### config.mk
export PLATFORM = sky130hd
export DESIGN_NAME = shared_port_arbiter
export DESIGN_NICKNAME = d
export VERILOG_FILES = /design/src/rtl/shared_port_arbiter.sv
export SDC_FILE = /design/constraint.sdc
export NUM_CORES = 1
export LEC_CHECK = 0
export ABC_AREA = 1
export CAP_MARGIN = 10
export CELL_PAD_IN_SITES_DETAIL_PLACEMENT = 0
export CELL_PAD_IN_SITES_GLOBAL_PLACEMENT = 1
export CORE_UTILIZATION = 19
export CTS_BUF_LIST = sky130_fd_sc_hd__clkbuf_16
export DETAILED_ROUTE_END_ITERATION = 12
export PLACE_DENSITY_LB_ADDON = 0.3
export SLEW_MARGIN = 20
export SYNTH_ARGS = -nofsm -noshare
export SYNTH_HDL_FRONTEND = slang
export SYNTH_SLANG_ARGS = --single-unit
### constraint.sdc
create_clock -name clk -period 1.55 [get_ports clk]
set_input_delay 0.31 -clock clk [delete_from_list [all_inputs] [get_ports clk]]
set_output_delay 0.31 -clock clk [all_outputs]
set_load 0.02 [all_outputs]
### src/rtl/shared_port_arbiter.sv
// Round-robin arbiter/sequencer for one shared WIDTH-bit port; grants are held until released.
// Optional grant timeout is compiled in with `define ARB_TIMEOUT_EN.
module shared_port_arbiter #(
  parameter int WIDTH    = 8,
  parameter int NUM_REQ  = 4,
  parameter int MAX_HOLD = 16,
  localparam int SEL_W   = $clog2(NUM_REQ)
) (
  input  logic                       clk,
  input  logic                       reset_n,
  input  logic [NUM_REQ-1:0]         req,
  input  logic [NUM_REQ-1:0]         req_we,
  input  logic [NUM_REQ*WIDTH-1:0]   req_addr,
  input  logic [NUM_REQ*WIDTH-1:0]   req_wdata,
  output logic [NUM_REQ-1:0]         grant,
  output logic                       grant_valid,
  output logic [SEL_W-1:0]           select,
  output logic [WIDTH-1:0]           port_addr,
  output logic [WIDTH-1:0]           port_wdata,
  output logic                       port_we,
  output logic                       timeout_pulse
);

  if (NUM_REQ < 2 || NUM_REQ > 8 || MAX_HOLD < 1 || MAX_HOLD > 256) begin : g_bad_param
    $error("shared_port_arbiter: illegal NUM_REQ or MAX_HOLD");
  end

  typedef enum logic [1:0] {IDLE, GRANT, RELEASE} state_t;

  state_t                        state;
  logic [SEL_W-1:0]              rr_ptr;
  logic [SEL_W-1:0]              pick;
  logic                          pick_vld;
  logic [SEL_W-1:0]              next_ptr;
  logic                          revoke;
  logic                          in_grant;
  logic [NUM_REQ-1:0][WIDTH-1:0] addr_arr;
  logic [NUM_REQ-1:0][WIDTH-1:0] wdata_arr;

  assign addr_arr  = req_addr;
  assign wdata_arr = req_wdata;

  // Two passes: lowest requester overall (the wrap case), then overridden by the
  // lowest requester at or above rr_ptr if one exists.
  always_comb begin
    pick     = '0;
    pick_vld = 1'b0;
    for (int i = NUM_REQ - 1; i >= 0; i--) begin
      if (req[i]) begin
        pick     = SEL_W'(i);
        pick_vld = 1'b1;
      end
    end
    for (int i = NUM_REQ - 1; i >= 0; i--) begin
      if (req[i] && (SEL_W'(i) >= rr_ptr)) pick = SEL_W'(i);
    end
  end

  assign next_ptr = (select == SEL_W'(NUM_REQ - 1)) ? '0 : select + SEL_W'(1);

  assign in_grant   = (state == GRANT);
  assign port_addr  = in_grant ? addr_arr[select]  : '0;
  assign port_wdata = in_grant ? wdata_arr[select] : '0;
  assign port_we    = in_grant & req_we[select] & req[select] & grant_valid;

`ifdef ARB_TIMEOUT_EN
  logic [7:0] hold_cnt;

  assign revoke = in_grant && req[select] && (hold_cnt == 8'(MAX_HOLD - 1));

  always_ff @(posedge clk) begin
    if (!reset_n) begin
      hold_cnt      <= '0;
      timeout_pulse <= 1'b0;
    end else begin
      timeout_pulse <= revoke;
      if (state == IDLE)  hold_cnt <= '0;
      else if (in_grant)  hold_cnt <= hold_cnt + 8'd1;
    end
  end
`else
  assign revoke        = 1'b0;
  assign timeout_pulse = 1'b0;
`endif

  always_ff @(posedge clk) begin
    if (!reset_n) begin
      state       <= IDLE;
      grant       <= '0;
      grant_valid <= 1'b0;
      select      <= '0;
      rr_ptr      <= '0;
    end else begin
      case (state)
        IDLE: begin
          if (pick_vld) begin
            state       <= GRANT;
            grant       <= NUM_REQ'(1) << pick;
            grant_valid <= 1'b1;
            select      <= pick;
          end
        end
        GRANT: begin
          if (!req[select] || revoke) begin
            state       <= RELEASE;
            grant       <= '0;
            grant_valid <= 1'b0;
            rr_ptr      <= next_ptr;
          end
        end
        RELEASE: state <= IDLE;
        default: state <= IDLE;
      endcase
    end
  end

endmodule
# After elaboration in Yosys (flattened, before gate mapping)
# Index checks and enable logic that the tools add are counted.
# op_classes
order_cmp	5
n_mux	32
reduce_logical	10
bitwise_logic	4
n_addsub	1
shift	1
n_eq_ne	4
# op_table
op	count
$bmux 8 s2	2
$mux 8	4
$mux 2	11
$mux 1	8
$mux 4	2
$pmux 4 s2	1
$reduce_and 2->1	3
$bmux 1 s2	2
$ge 1x2->1 const A	2
$ge 2x2->1 const A	2
$logic_and 1x1->1	4
$ne 2x2->1 const B	2
$pmux 2 s2	1
$shl 1x2->4 const A	1
$and 1x1->1	3
$lt 2x3->1 const B	1
$reduce_and 3->1	1
$add 2x1->2 const B	1
$eq 2x1->1 const B	1
$eq 2x2->1 const B	1
$logic_not 2->1	1
$pmux 1 s2	1
$reduce_bool 2->1	1
$not 1->1	1
# totals
reg_bits	11
out_inout_bits	25
elab_cells	62
inputBits	74

# Logic depth before layout (Yosys ltp)
# Gate-level depths: netlist (run 1).
# logic_depth
ltp_word	11
mapped_depth	9
depth_no_buf	9

# Least setup slack after synthesis (run 1)
# OpenSTA, ideal clock, no wires.
# synth_timing
path_type	register to output
from	register select[1]
to	output port_we
path_stages_with_launch	5
path_buffers	2
arrival_time_ns	1.486
setup_slack_ns	-0.246
t_required_ns	1.240
path_cell_list	dfxtp_1 buf_2 buf_6 a21oi_1 a211oi_1
# synth_between
elab_chain_len	5
elab_cells_between_ends	7
# synth_rtl
element	line_no	text
start: declaration	17	output logic [SEL_W-1:0] select,
start signal: assignment	100	select <= pick;
$bmux 1 s2	64	assign port_we = in_grant & req_we[select] & req[select] & grant_valid;
$mux 1 (implied by the code)	64	
$and 1x1->1	64	
$and 1x1->1 * (2 in a row)	64	
end: declaration	20	output logic port_we,
# Every way passes the cells marked *; elsewhere a longest branch is shown, timed or not. The select of a mux whose other input is x is not followed.

# Worst setup path in the final report (run 1)
# layout_timing
from	register select[0]
to	output port_we
# The elaborated chain is that of the path after synthesis.

==> parameters.txt, run 1 <==
Parameter                              Value

Outcome
  Status ... complete, but fails checks
  Violated checks ... setup timing

STA
  Final worst path period need ... approximately 1.7 ns
  Pins Over Slew Limit ... 0
  Worst setup slack after layout ... -0.1384 ns
  Unrepaired setup endpoints after global routing ... yes
  Max Fclk ... 0.5923 GHz
  Final hold violations ... 0
  Final clock skew ... between 0.002 and 0.003 ns
  Final number of setup-violating endpoints ... 17
  Post-route fraction of the period consumed by the critical path ... 1.089

Power and ir drop
  Leakage power of the design ... 1.126 nW
  Worst IR drop on VDD ... around 0.7 mV
  Power per standard cell area ... between 800 and 900 nW/um^2

Clocking
  Maximum number of buffers from clock root to sink ... 2
  Number of H-tree branching levels ... 1
  Post-cts hold buffer count ... 0
  Clock Latency Late Sink ... between 0.2 and 0.25 ns
  CTS tree ... built
  Reg clk slew, reported paths ... roughly 0.04 ns
  Cts bufs inserted ... 3
  CTS Sinks ... 11
  Buffer type at the clock tree root ... sky130_fd_sc_hd__clkbuf_16

Die
  Placeable core region ... between 6000 and 7000 um^2
  Number of standard-cell rows in the floorplan ... 28
  Die area ... about 6700 um^2
  Number of top-level pins ... 99
  Die Ht ... approximately 82 um
  Starting utilization of the core area ... 0.1995
  Die Wd ... about 80 um

Drt
  Total via count after detailed routing ... 1800
  Routed len/inst ... between 10 and 15 um
  Ratio of routed vias to standard cells ... between 4 and 5
  Count of nets left with antenna violations after detail routing ... 0
  Initial DRT Pass Iterations ... 4
  DRC viols ... 0
  Starting DRC count in detailed routing ... 47
  Routed wire length ... 5.090 mm

Synth
  Synthesized instance count ... ~220
  Post-synthesis sequential element count ... 11
  Post-Synthesis Cell Area ... around 1200 um^2
  Sequential share of the synthesized area ... 0.1831
  Syn avg cell area ... 5.441 um^2
  Yosys Warn Count ... 0
  Net count of the mapped netlist ... a little under 300
  Distinct cell type count of the synthesized netlist ... 24

Worst setup path
  Critical path capture point type ... output pin
  Critical setup path kind ... flip-flop to output pin
  Worst EP required ... between 1 and 1.5 ns
  WP depth ... 6
  Highest-delay cell along the critical path ... sky130_fd_sc_hd__dfxtp_4
  Worst path max stage delay ... 0.35 ns
  Cell type group with the largest total delay on the critical path ... buffers and inverters
  Critical path data arrival time ... 1.38 ns
  Category of the worst setup path launch point ... flip-flop
  CP Buf/Inv Count ... 4
  Number of cells on the worst reg-to-reg path ... 9
  Sequence of cells on the critical path ... buf_12, inv_6, buf_12, nand2_1, a211oi_2, buf_4
  Most used cell along the critical path ... sky130_fd_sc_hd__buf_12
  Biggest fanout along the worst timing path ... 14

Placement
  Gp weighted congestion ... between 0.7 and 0.8
  Half-perimeter wire length after detailed placement ... between 3 and 4 mm
  Placed Area ... 2467 um^2
  Placed cells ... ~400
  Port bufs ... 97

Final layout
  Number of non-filler instances in the completed layout ... 414
  Most frequent standard cell in the layout excluding fill and tap cells ... sky130_fd_sc_hd__clkdlybuf4s50_1
  Growth of design area from synthesis to finish ... 120.5%
  Commonest cells after routing, fill and taps aside ... sky130_fd_sc_hd__clkdlybuf4s50_1 (73), sky130_fd_sc_hd__nor2_1 (69), sky130_fd_sc_hd__o21ai_1 (30), sky130_fd_sc_hd__nand2_1 (29), sky130_fd_sc_hd__buf_4 (28)
  Number of antenna cells inserted ... 0
  Fill cells ... 650
  Final instance area ... roughly 2700 um^2
  Share of final-layout standard cells stronger than drive strength 1 ... 0.2448
  Net count of the finished layout ... 415

Global routing
  Pin count of the biggest net entering global routing ... 21
  Antenna violations before repair ... 0
  Global-route wire length before repair ... around 7.5 mm
  GR Util All Layers ... 0.1442
  GRT overflow ... 0
  Vias in the first global route ... 1631

Flow run
  Maximum Capacitance Violations ... 0

Hold path
  Worst hold stages ... 2
  Hold Crit Class ... flip-flop to flip-flop
cells by family (layout without fill, tap and decap cells):
| logic type | count (synthesis) | after routing | share of synthesized area |
|---|---|---|---|
| AND/OR/NAND/NOR | 118 | 118 | 0.4162 |
| AO/OA/AOI/OAI | 64 | 64 | 0.2685 |
| buffers and inverters | 26 | 144 | 0.1186 |
| flip-flops | 11 | 11 | 0.1831 |
| adder cells (fa/ha/maj) | 1 | 1 | 0.01040 |
| other | 1 | 1 | 0.003119 |
repair_timing:
item / in CTS / in global routing
gates resized for setup: 124 / 16
setup buffers: 1 / 2
cloned: 0 / 3
endpoints found under the setup margin: 20 / 17
pin swaps: 1 / 4
power by group:
group	internal [mW]	switching, mW	total, mW
combinational	0.747	0.728	1.47
clock	0.338	0.118	0.456
sequential	0.328	0.0350	0.363
worst paths after layout:
path / from / end / slack, ns
max: select[0]$_SDFFE_PN0P_ / port_we / -0.14
min reg2reg: grant[1]$_SDFFE_PN0P_ / grant[1]$_SDFFE_PN0P_ / 0.46
min: grant[1]$_SDFFE_PN0P_ / grant[1]$_SDFFE_PN0P_ / 0.46
max reg2reg: select[0]$_SDFFE_PN0P_ / grant[0]$_SDFFE_PN0P_ / 0.24
synth_stat cells:
cell type / count / area share
sky130_fd_sc_hd__nand3_4: 1 / 0.015
sky130_fd_sc_hd__clkbuf_1: 3 / 0.0094
sky130_fd_sc_hd__a21oi_1: 28 / 0.12
sky130_fd_sc_hd__nand3_2: 1 / 0.0083
sky130_fd_sc_hd__nand2_4: 1 / 0.0094
sky130_fd_sc_hd__nand4_1: 1 / 0.0052
sky130_fd_sc_hd__inv_2: 2 / 0.0062
sky130_fd_sc_hd__nor2_4: 1 / 0.0094
sky130_fd_sc_hd__conb_1: 1 / 0.0031
sky130_fd_sc_hd__nor2_2: 2 / 0.010
sky130_fd_sc_hd__inv_1: 12 / 0.037
sky130_fd_sc_hd__a211oi_1: 1 / 0.0062
sky130_fd_sc_hd__nand3_1: 7 / 0.029
sky130_fd_sc_hd__o21ai_1: 4 / 0.017
sky130_fd_sc_hd__dfxtp_1: 11 / 0.18
sky130_fd_sc_hd__nand2_1: 29 / 0.091
sky130_fd_sc_hd__buf_4: 1 / 0.0062
sky130_fd_sc_hd__nor2_1: 72 / 0.22
sky130_fd_sc_hd__nand2_2: 2 / 0.010
sky130_fd_sc_hd__o21ai_0: 31 / 0.13
sky130_fd_sc_hd__nor3_1: 1 / 0.0042
sky130_fd_sc_hd__buf_6: 5 / 0.047
sky130_fd_sc_hd__ha_1: 1 / 0.010
sky130_fd_sc_hd__buf_2: 3 / 0.012
metrics by stage:
step                setup slack (ns)  setup TNS (ns)  utilization  power [mW]  hold slack [ns]
finish                       -0.1384          -1.851       0.4400       2.292           0.4607
global route                 -0.2078          -3.121       0.4400       2.464           0.4784
CTS                          -0.1280          -1.431       0.4180       2.202           0.4652
detailed placement           -0.7287          -9.542       0.4095       1.725           0.4583
global placement             -0.7274          -9.313       0.4095       1.722           0.4568
floorplan                    0.05270               0            -       1.097           0.4409
state kept, by name (all words and copies together), names as in the netlist:
signal,cells
grant_valid,1
rr_ptr,2
state,2
grant,4
select,2
layout make-up:
class / count / area (um^2) / area share
timing repair buffer: 126 / 1276 / 0.4814
multi-input combinational: 184 / 917.1 / 0.3459
inverter: 14 / 57.56 / 0.02171
clock buffer: 3 / 75.07 / 0.02832
sequential: 11 / 227.7 / 0.08589
tap: 75 / 93.84 / 0.03539
clock inverter: 1 / 3.754 / 0.001416
worst reg2reg max path, delay by kind of cell (launching register included):
kind	cells	cell delay, ns
AND/OR/NAND/NOR	5	0.37
buffers and inverters	3	0.37
AO/OA/AOI/OAI	1	0.14
flip-flops	1	0.35
metal layers:
layer  vias up  part of all wire  GRT usage
li1        953                 -          -
met1       768              0.43     0.1700
met2        71              0.44     0.2467
met3         8              0.11    0.04111
met4         0             0.017    0.05179
met5         -                 0          0
Power figures use the tool's default switching activity.
==> run 2, diff against run 1 <==
--- a/config.mk
+++ b/config.mk
@@ -13,7 +13,9 @@
 export CTS_BUF_LIST = sky130_fd_sc_hd__clkbuf_16
 export DETAILED_ROUTE_END_ITERATION = 12
 export PLACE_DENSITY_LB_ADDON = 0.3
+export SETUP_SLACK_MARGIN = 0.5
 export SLEW_MARGIN = 20
 export SYNTH_ARGS = -nofsm -noshare
 export SYNTH_HDL_FRONTEND = slang
 export SYNTH_SLANG_ARGS = --single-unit
+export TNS_END_PERCENT = 30
==> run 2 against run 1 <==
  * The flow still finishes with violations (setup timing)
  * Core utilization rose by 3.3 points
  * Register-to-register slack about the same
  * Highest routed layer unchanged
  * Maximum frequency down 0.81%
  * Via count is 2.3% higher
  * Clock power about the same
  * First-iteration DRC count down 55%
  * Non-clock buffer count shrank 1
==> parameters.txt, run 2 (synthesis results as in run 1) <==
Parameter                              Value

Outcome
  Status ... complete, but fails checks
  Violated checks ... setup timing

Die
  Number of top-level pins ... 99 (unchanged)
  Die area ... 6650 um^2 (unchanged)
  Die Wd ... 81.55 um (unchanged)
  Placeable core region ... 6026 um^2 (unchanged)
  Starting utilization of the core area ... 0.1995 (unchanged)
  Die Ht ... 81.55 um (unchanged)
  Number of standard-cell rows in the floorplan ... 28 (unchanged)

Clocking
  Number of H-tree branching levels ... 1 (unchanged)
  CTS tree ... built
  Reg clk slew, reported paths ... 0.04 ns (about the same)
  Cts bufs inserted ... 3 (unchanged)
  Clock Latency Late Sink ... 0.24 ns (about the same)
  CTS Sinks ... 11 (unchanged)
  Number of post-CTS setup repair buffers ... 0 (-1)
  Buffer type at the clock tree root ... sky130_fd_sc_hd__clkbuf_16
  Maximum number of buffers from clock root to sink ... 2 (unchanged)

STA
  Final worst path period need ... 1.702 ns (+0.01387 ns)
  Post-route fraction of the period consumed by the critical path ... 1.098 (+0.008948)
  Max Fclk ... 0.5875 GHz (-0.81%)
  Final Hold Slack ... 0.4603 ns (-0.0003760 ns)
  Final number of setup-violating endpoints ... 17 (unchanged)
  Worst setup slack after layout ... -0.1522 ns (-0.01387 ns)
  Pins Over Slew Limit ... 0 (unchanged)
  Final setup TNS ... -1.935 ns (-0.08448 ns)
  Final hold violations ... 0 (unchanged)
  Final clock skew ... 0.002161 ns (-0.0006619 ns)
  Unrepaired setup endpoints after global routing ... yes

Worst setup path
  Critical path capture point type ... output pin
  First element of the critical path ... req[1]
  Sequence of cells on the critical path ... clkdlybuf4s50_1, nand2_1, nand3_2, nand3_4, a211oi_4, buf_6
  Biggest fanout along the worst timing path ... 2 (-12)
  Worst r2r dst ... grant[3]$_SDFFE_PN0P_
  Worst EP required ... 1.24 ns (about the same)
  CP Buf/Inv Count ... 2 (-2)
  Category of the worst setup path launch point ... input port
  Critical R2R Launch ... select[0]$_SDFFE_PN0P_
  Critical path data arrival time ... 1.39 ns (about the same)
  Cell type group with the largest total delay on the critical path ... buffers and inverters
  Register-to-register path setup slack ... 0.24 ns (about the same)
  Highest-delay cell along the critical path ... sky130_fd_sc_hd__clkdlybuf4s50_1
  Number of cells on the worst reg-to-reg path ... 8 (-1)
  Critical setup path kind ... input port to output pin
  Worst path max stage delay ... 0.48 ns (+0.13 ns)

Drt
  Routed wire length ... 5.274 mm (+3.6%)
  Initial DRT Pass Iterations ... 4 (unchanged)
  Count of nets left with antenna violations after detail routing ... 0 (unchanged)
  Total via count after detailed routing ... 1842 (+2.3%)
  Ratio of routed vias to standard cells ... 4.460 (+2.6%)
  Starting DRC count in detailed routing ... 21 (-55%)
  DRC viols ... 0 (unchanged)
  Routed len/inst ... 12.77 um (+3.9%)

Global routing
  GR Util All Layers ... 0.1589 (+0.01473)
  Pin count of the biggest net entering global routing ... 21 (unchanged)
  Global-route wire length before repair ... 8.266 mm (+9.9%)
  Vias in the first global route ... 1771 (+8.6%)
  Antenna violations before repair ... 0 (unchanged)
  GRT overflow ... 0 (unchanged)

Power and ir drop
  Power per standard cell area ... 871.7 nW/um^2 (+0.81%)
  Worst IR drop on VDD ... 0.4751 mV (-34%)
  Leakage power of the design ... 1.153 nW (+2.4%)

Final layout
  Number of non-filler instances in the completed layout ... 413 (-0.24%)
  Reg with most FFs ... grant
  Core occupancy in the finished layout ... 0.4730 (+0.03302)
  Most frequent standard cell in the layout excluding fill and tap cells ... sky130_fd_sc_hd__clkdlybuf4s50_1
  Number of antenna cells inserted ... 0 (unchanged)
  Share of final-layout standard cells stronger than drive strength 1 ... 0.3462 (+0.1013)
  Net count of the finished layout ... 414 (-0.24%)
  Fill cells ... 611 (-6.0%)
  Growth of design area from synthesis to finish ... 137.0%
  Flip-flop count of the largest register after layout ... 4 (unchanged)
  Commonest cells after routing, fill and taps aside ... sky130_fd_sc_hd__clkdlybuf4s50_1 (72), sky130_fd_sc_hd__nor2_1 (69), sky130_fd_sc_hd__buf_4 (29), sky130_fd_sc_hd__nand2_1 (25), sky130_fd_sc_hd__o21ai_2 (20)

Hold path
  Hold Crit Class ... flip-flop to flip-flop
  Source of the worst hold timing path ... grant[1]$_SDFFE_PN0P_
  Min-Delay Endpoint ... grant[1]$_SDFFE_PN0P_
  Worst hold stages ... 2 (unchanged)

Placement
  Placed cells ... 409 (+1.2%)
  Half-perimeter wire length after detailed placement ... 4.040 mm (+6.9%)
  Gp weighted congestion ... 0.8295 (+6.4%)
  Pre-CTS worst setup slack ... -0.6636 ns (+0.06510 ns)
  Port bufs ... 97 (unchanged)

Flow run
  Maximum Capacitance Violations ... 0 (unchanged)
==> run 2: changes by cell type in the layout (fill, tap and decap cells not counted), moves of 3 or more <==
cell,before,now
sky130_fd_sc_hd__a21oi_2,16,7
sky130_fd_sc_hd__a21oi_4,0,10
sky130_fd_sc_hd__buf_6,11,14
sky130_fd_sc_hd__dlygate4sd2_1,7,1
sky130_fd_sc_hd__nand2_1,29,25
sky130_fd_sc_hd__nand2_2,2,5
sky130_fd_sc_hd__nor2_2,5,2
sky130_fd_sc_hd__nor2_4,1,4
sky130_fd_sc_hd__o21ai_0,5,1
sky130_fd_sc_hd__o21ai_1,30,14
sky130_fd_sc_hd__o21ai_2,0,20
==> run 2: cell type report <==
cell class	instances	area [um^2]	area share
inverters	14	57.56	0.02019
clock buffers	3	75.07	0.02634
well taps	75	93.84	0.03292
repair buffers	125	1265	0.4438
flip-flops and latches	11	229.0	0.08033
clock inverters	1	3.754	0.001317
multi-input cells	184	1126	0.3951
==> run 2: tightest hold or removal path: cells and delay by family (launching register included) <==
kind	cells	cell delay, ns
DFF	1	0.30
and+or+nand+nor	1	0.06
AOI/OAI and AO/OA	1	0.05
==> run 2: power by group <==
group | total, mW | switching, mW | internal [mW]
clock | 0.457 | 0.119 | 0.338
combinational | 1.65 | 0.844 | 0.806
sequential | 0.378 | 0.0488 | 0.329
total | 2.48 | 1.01 | 1.47
==> run 2: repair_timing <==
| action | in CTS | in global routing |
|---|---|---|
| endpoints found under the hold margin | 0 | 0 |
| pin swaps | 12 | 2 |
| endpoints found under the setup margin | 35 | 35 |
| resized for setup | 160 | 21 |
| hold buffers | 0 | 0 |
==> run 2: metrics by stage <==
| step | total power, mW | cell area, um^2 |
|---|---|---|
| 2_1_floorplan | 1.208 | 1373 |
| 3_3_place_gp | 1.909 | 2630 |
| 3_5_place_dp | 1.909 | 2630 |
| 4_1_cts | 2.456 | 2789 |
| 5_1_grt | 2.653 | 2850 |
| 6_report | 2.485 | 2850 |
==> run 2: metal layers <==
metal | GRT usage | wire, um | vias up
li1 | - | - | 953
met1 | 0.1951 | 2353 | 816
met2 | 0.2925 | 2494 | 67
met3 | 0.02000 | 393 | 6
met4 | 0.03214 | 33 | 0
met5 | 0 | 0 | -
==> run 2: worst max-delay path by stage <==
| stage | slack, ns | end | cells after the start |
|---|---|---|---|
| after floorplan | 0.15 | port_addr[7] | 6 |
| after global placement | -0.65 | port_we | 6 |
| after detailed placement | -0.66 | port_we | 6 |
| after CTS | -0.16 | port_wdata[7] | 7 |
| after global routing | -0.23 | port_wdata[2] | 7 |
| final | -0.15 | port_we | 6 |
==> run 3, diff against run 2 <==
--- a/config.mk
+++ b/config.mk
@@ -7,9 +7,7 @@
 export LEC_CHECK = 0
 export ABC_AREA = 1
 export CAP_MARGIN = 10
-export CELL_PAD_IN_SITES_DETAIL_PLACEMENT = 0
-export CELL_PAD_IN_SITES_GLOBAL_PLACEMENT = 1
-export CORE_UTILIZATION = 19
+export CORE_UTILIZATION = 33
 export CTS_BUF_LIST = sky130_fd_sc_hd__clkbuf_16
 export DETAILED_ROUTE_END_ITERATION = 12
 export PLACE_DENSITY_LB_ADDON = 0.3
==> run 3 against run 2 <==
  * The flow still finishes with violations (setup timing)
  * Worst setup slack worse by 0.017 ns
  * Global-route usage up 13 points
  * Wire length up 6.5%
  * Critical endpoint unchanged
  * Non-clock buffer count down 1
  * Sequential power about the same
  * Maximum frequency down 0.97%
  * Clock power up 2%
  * Critical path type is now flip-flop to output pin
  * Via count up 3.9%
  * Sequential cell count unchanged
  * First-iteration DRC count rose to 5.3 times the previous value
  * Core utilization up 35 points
  * Clock skew down 0.0014 ns
==> parameters.txt, run 3 (synthesis results as in run 1) <==
Parameter                              Value

Hold path
  Min-Delay Endpoint ... grant[3]$_SDFFE_PN0P_
  Worst hold stages ... 2 (unchanged)
  Source of the worst hold timing path ... grant[3]$_SDFFE_PN0P_
  Hold Crit Class ... flip-flop to flip-flop

Final layout
  Number of antenna cells inserted ... 0 (unchanged)
  Reg with most FFs ... grant
  Core occupancy in the finished layout ... 0.8267 (+0.3537)
  Share of final-layout standard cells stronger than drive strength 1 ... 0.3650 (+0.01883)
  Number of non-filler instances in the completed layout ... 383 (-7.3%)
  Most frequent standard cell in the layout excluding fill and tap cells ... sky130_fd_sc_hd__clkdlybuf4s50_1
  Commonest cells after routing, fill and taps aside ... sky130_fd_sc_hd__clkdlybuf4s50_1 (69), sky130_fd_sc_hd__nor2_1 (66), sky130_fd_sc_hd__buf_6 (25), sky130_fd_sc_hd__nand2_1 (22)
  Net count of the finished layout ... 413 (-0.24%)
  Growth of design area from synthesis to finish ... 134.9%
  Fill cells ... 219 (-64%)
  Flip-flop count of the largest register after layout ... 4 (unchanged)
  Final instance area ... 2824 um^2 (-0.92%)

Worst setup path
  CP Buf/Inv Count ... 2 (unchanged)
  Cell type group with the largest total delay on the critical path ... flip-flops
  Worst path max stage delay ... 0.43 ns (-0.05 ns)
  Critical path data arrival time ... 1.41 ns (+0.02 ns)
  Category of the worst setup path launch point ... flip-flop
  Critical path capture point type ... output pin
  Critical setup path kind ... flip-flop to output pin
  Register-to-register path setup slack ... 0.19 ns (-0.05 ns)
  Highest-delay cell along the critical path ... sky130_fd_sc_hd__dfxtp_4
  Number of cells on the worst reg-to-reg path ... 8 (unchanged)
  Biggest fanout along the worst timing path ... 8 (+6)
  Worst EP required ... 1.24 ns (about the same)
  Critical R2R Launch ... select[0]$_SDFFE_PN0P_
  Worst r2r dst ... grant[2]$_SDFFE_PN0P_
  Sequence of cells on the critical path ... buf_6, nand2_2, nand3_4, nand3_4, a211oi_4, buf_6

Clocking
  CTS tree ... built
  CTS Sinks ... 11 (unchanged)
  Number of H-tree branching levels ... 1 (unchanged)
  Reg clk slew, reported paths ... 0.04 ns (about the same)
  Buffer type at the clock tree root ... sky130_fd_sc_hd__clkbuf_16
  Maximum number of buffers from clock root to sink ... 2 (unchanged)
  Cts bufs inserted ... 3 (unchanged)
  Clock Latency Late Sink ... 0.24 ns (about the same)

STA
  Worst setup slack after layout ... -0.1689 ns (-0.01667 ns)
  Pins Over Slew Limit ... 0 (unchanged)
  Unrepaired setup endpoints after global routing ... yes
  Final number of setup-violating endpoints ... 17 (unchanged)
  Final hold violations ... 0 (unchanged)
  Max Fclk ... 0.5818 GHz (-0.97%)
  Post-route fraction of the period consumed by the critical path ... 1.109 (+0.01076)
  Final clock skew ... 0.0007818 ns (-0.001379 ns)
  Final worst path period need ... 1.719 ns (+0.01667 ns)

Placement
  Half-perimeter wire length after detailed placement ... 3.919 mm (-3.0%)
  Gp weighted congestion ... 0.8476 (+2.2%)
  Pre-CTS worst setup slack ... -0.6590 ns (+0.004578 ns)
  Port bufs ... 97 (unchanged)
  Placed Area ... 2526 um^2 (-3.9%)
  Placed cells ... 376 (-8.1%)

Die
  Number of standard-cell rows in the floorplan ... 21 (-25%)
  Starting utilization of the core area ... 0.3520 (+0.1525)
  Number of top-level pins ... 99 (unchanged)
  Die area ... 3889 um^2 (-42%)
  Placeable core region ... 3416 um^2 (-43%)
  Die Wd ... 62.36 um (-24%)
  Die Ht ... 62.36 um (-24%)

Global routing
  Pin count of the biggest net entering global routing ... 17 (-19%)
  Antenna violations before repair ... 0 (unchanged)
  GR Util All Layers ... 0.2900 (+0.1310)
  GRT overflow ... 0 (unchanged)
  Global-route wire length before repair ... 9.073 mm (+9.8%)
  Vias in the first global route ... 1944 (+9.8%)

Power and ir drop
  Worst IR drop on VDD ... 0.7896 mV (+66%)
  Power per standard cell area ... 895.0 nW/um^2 (+2.7%)
  Power, Total ... 2.527 mW (+1.7%)
  Leakage power of the design ... 1.160 nW (+0.61%)

Drt
  Starting DRC count in detailed routing ... 111 (+430%)
  Routed wire length ... 5.619 mm (+6.5%)
  Ratio of routed vias to standard cells ... 4.997 (+12%)
  DRC viols ... 0 (unchanged)
  Total via count after detailed routing ... 1914 (+3.9%)
  Routed len/inst ... 14.67 um (+15%)
  Count of nets left with antenna violations after detail routing ... 0 (unchanged)
  Initial DRT Pass Iterations ... 4 (unchanged)

Outcome
  Violated checks ... setup timing
  Status ... complete, but fails checks

Flow run
  Maximum Capacitance Violations ... 0 (unchanged)
-- run 3: cell types whose count changed in the layout (fill, tap and decap cells not counted), moves of 2 or more --
cell                              delta
sky130_fd_sc_hd__nor2_2              +3
sky130_fd_sc_hd__buf_6              +11
sky130_fd_sc_hd__nand3_2             -2
sky130_fd_sc_hd__buf_4               -8
sky130_fd_sc_hd__nand2_1             -3
sky130_fd_sc_hd__clkdlybuf4s50_1     -3
sky130_fd_sc_hd__nor2_1              -3
sky130_fd_sc_hd__buf_12              -3
sky130_fd_sc_hd__dlygate4sd2_1       +2
sky130_fd_sc_hd__nand2_2             +3
-- run 3: area by class of cell --
class	count	area, um^2	area share
sequential	11	229.0	0.08108
clock buffer	3	75.07	0.02658
clock inverter	1	3.754	0.001329
timing repair buffer	124	1254	0.4440
inverter	14	57.56	0.02038
tap	46	57.56	0.02038
multi-input combinational	184	1147	0.4063
-- run 3: stage by stage --
step	setup TNS, ns	hold slack (ns)
floorplan	0	0.4384
finish	-1.904	0.4630
global route	-2.978	0.4903
CTS	-1.621	0.4664
detailed placement	-9.612	0.4581
global placement	-8.927	0.4573
-- run 3: what timing repair did --
item / 4_1_cts / 5_1_grt
gates cloned: 0 / 0
buffers inserted: 2 / 1
hold buffers: 0 / 0
gates resized for setup: 179 / 20
setup endpoints to repair: 35 / 34
pin swaps: 18 / 6
-- run 3: report_power, final --
part / switching, mW / internal, mW / leakage [nW]
logic: 0.886 / 0.798 / 1.03
registers: 0.0476 / 0.329 / 0.0920
clock network: 0.128 / 0.339 / 0.0423
total: 1.06 / 1.47 / 1.16
-- run 3: worst reg2reg max path, stage by stage, from the launching register on --
cell	delay, ns
sky130_fd_sc_hd__dfxtp_4	0.43
sky130_fd_sc_hd__buf_6	0.17
sky130_fd_sc_hd__nand2_2	0.07
sky130_fd_sc_hd__nand3_4	0.10
sky130_fd_sc_hd__nand3_4	0.08
sky130_fd_sc_hd__buf_4	0.16
sky130_fd_sc_hd__nand2_4	0.09
sky130_fd_sc_hd__nand2_1	0.05
sky130_fd_sc_hd__a21oi_1	0.14
-- run 3: worst max-delay path by stage --
stage,start,cells past startpoint,slack (ns),endpoint
final,select[0]$_SDFFE_PN0P_,6,-0.17,port_we
after global routing,select[0]$_SDFFE_PN0P_,6,-0.21,port_wdata[1]
after CTS,select[0]$_SDFFE_PN0P_,6,-0.16,port_we
after detailed placement,req[1],6,-0.66,port_we
after global placement,req[1],6,-0.65,port_we
after floorplan,select[0]$_SDFFE_PN0P_,6,0.15,port_addr[7]
-- run 3: layer usage --
layer	global-route usage	vias to the layer above	part of all wire
met5	0	-	0
met4	0.1308	0	0.032
met3	0.04963	18	0.055
met2	0.5220	82	0.51
met1	0.3315	860	0.40
li1	-	954	-
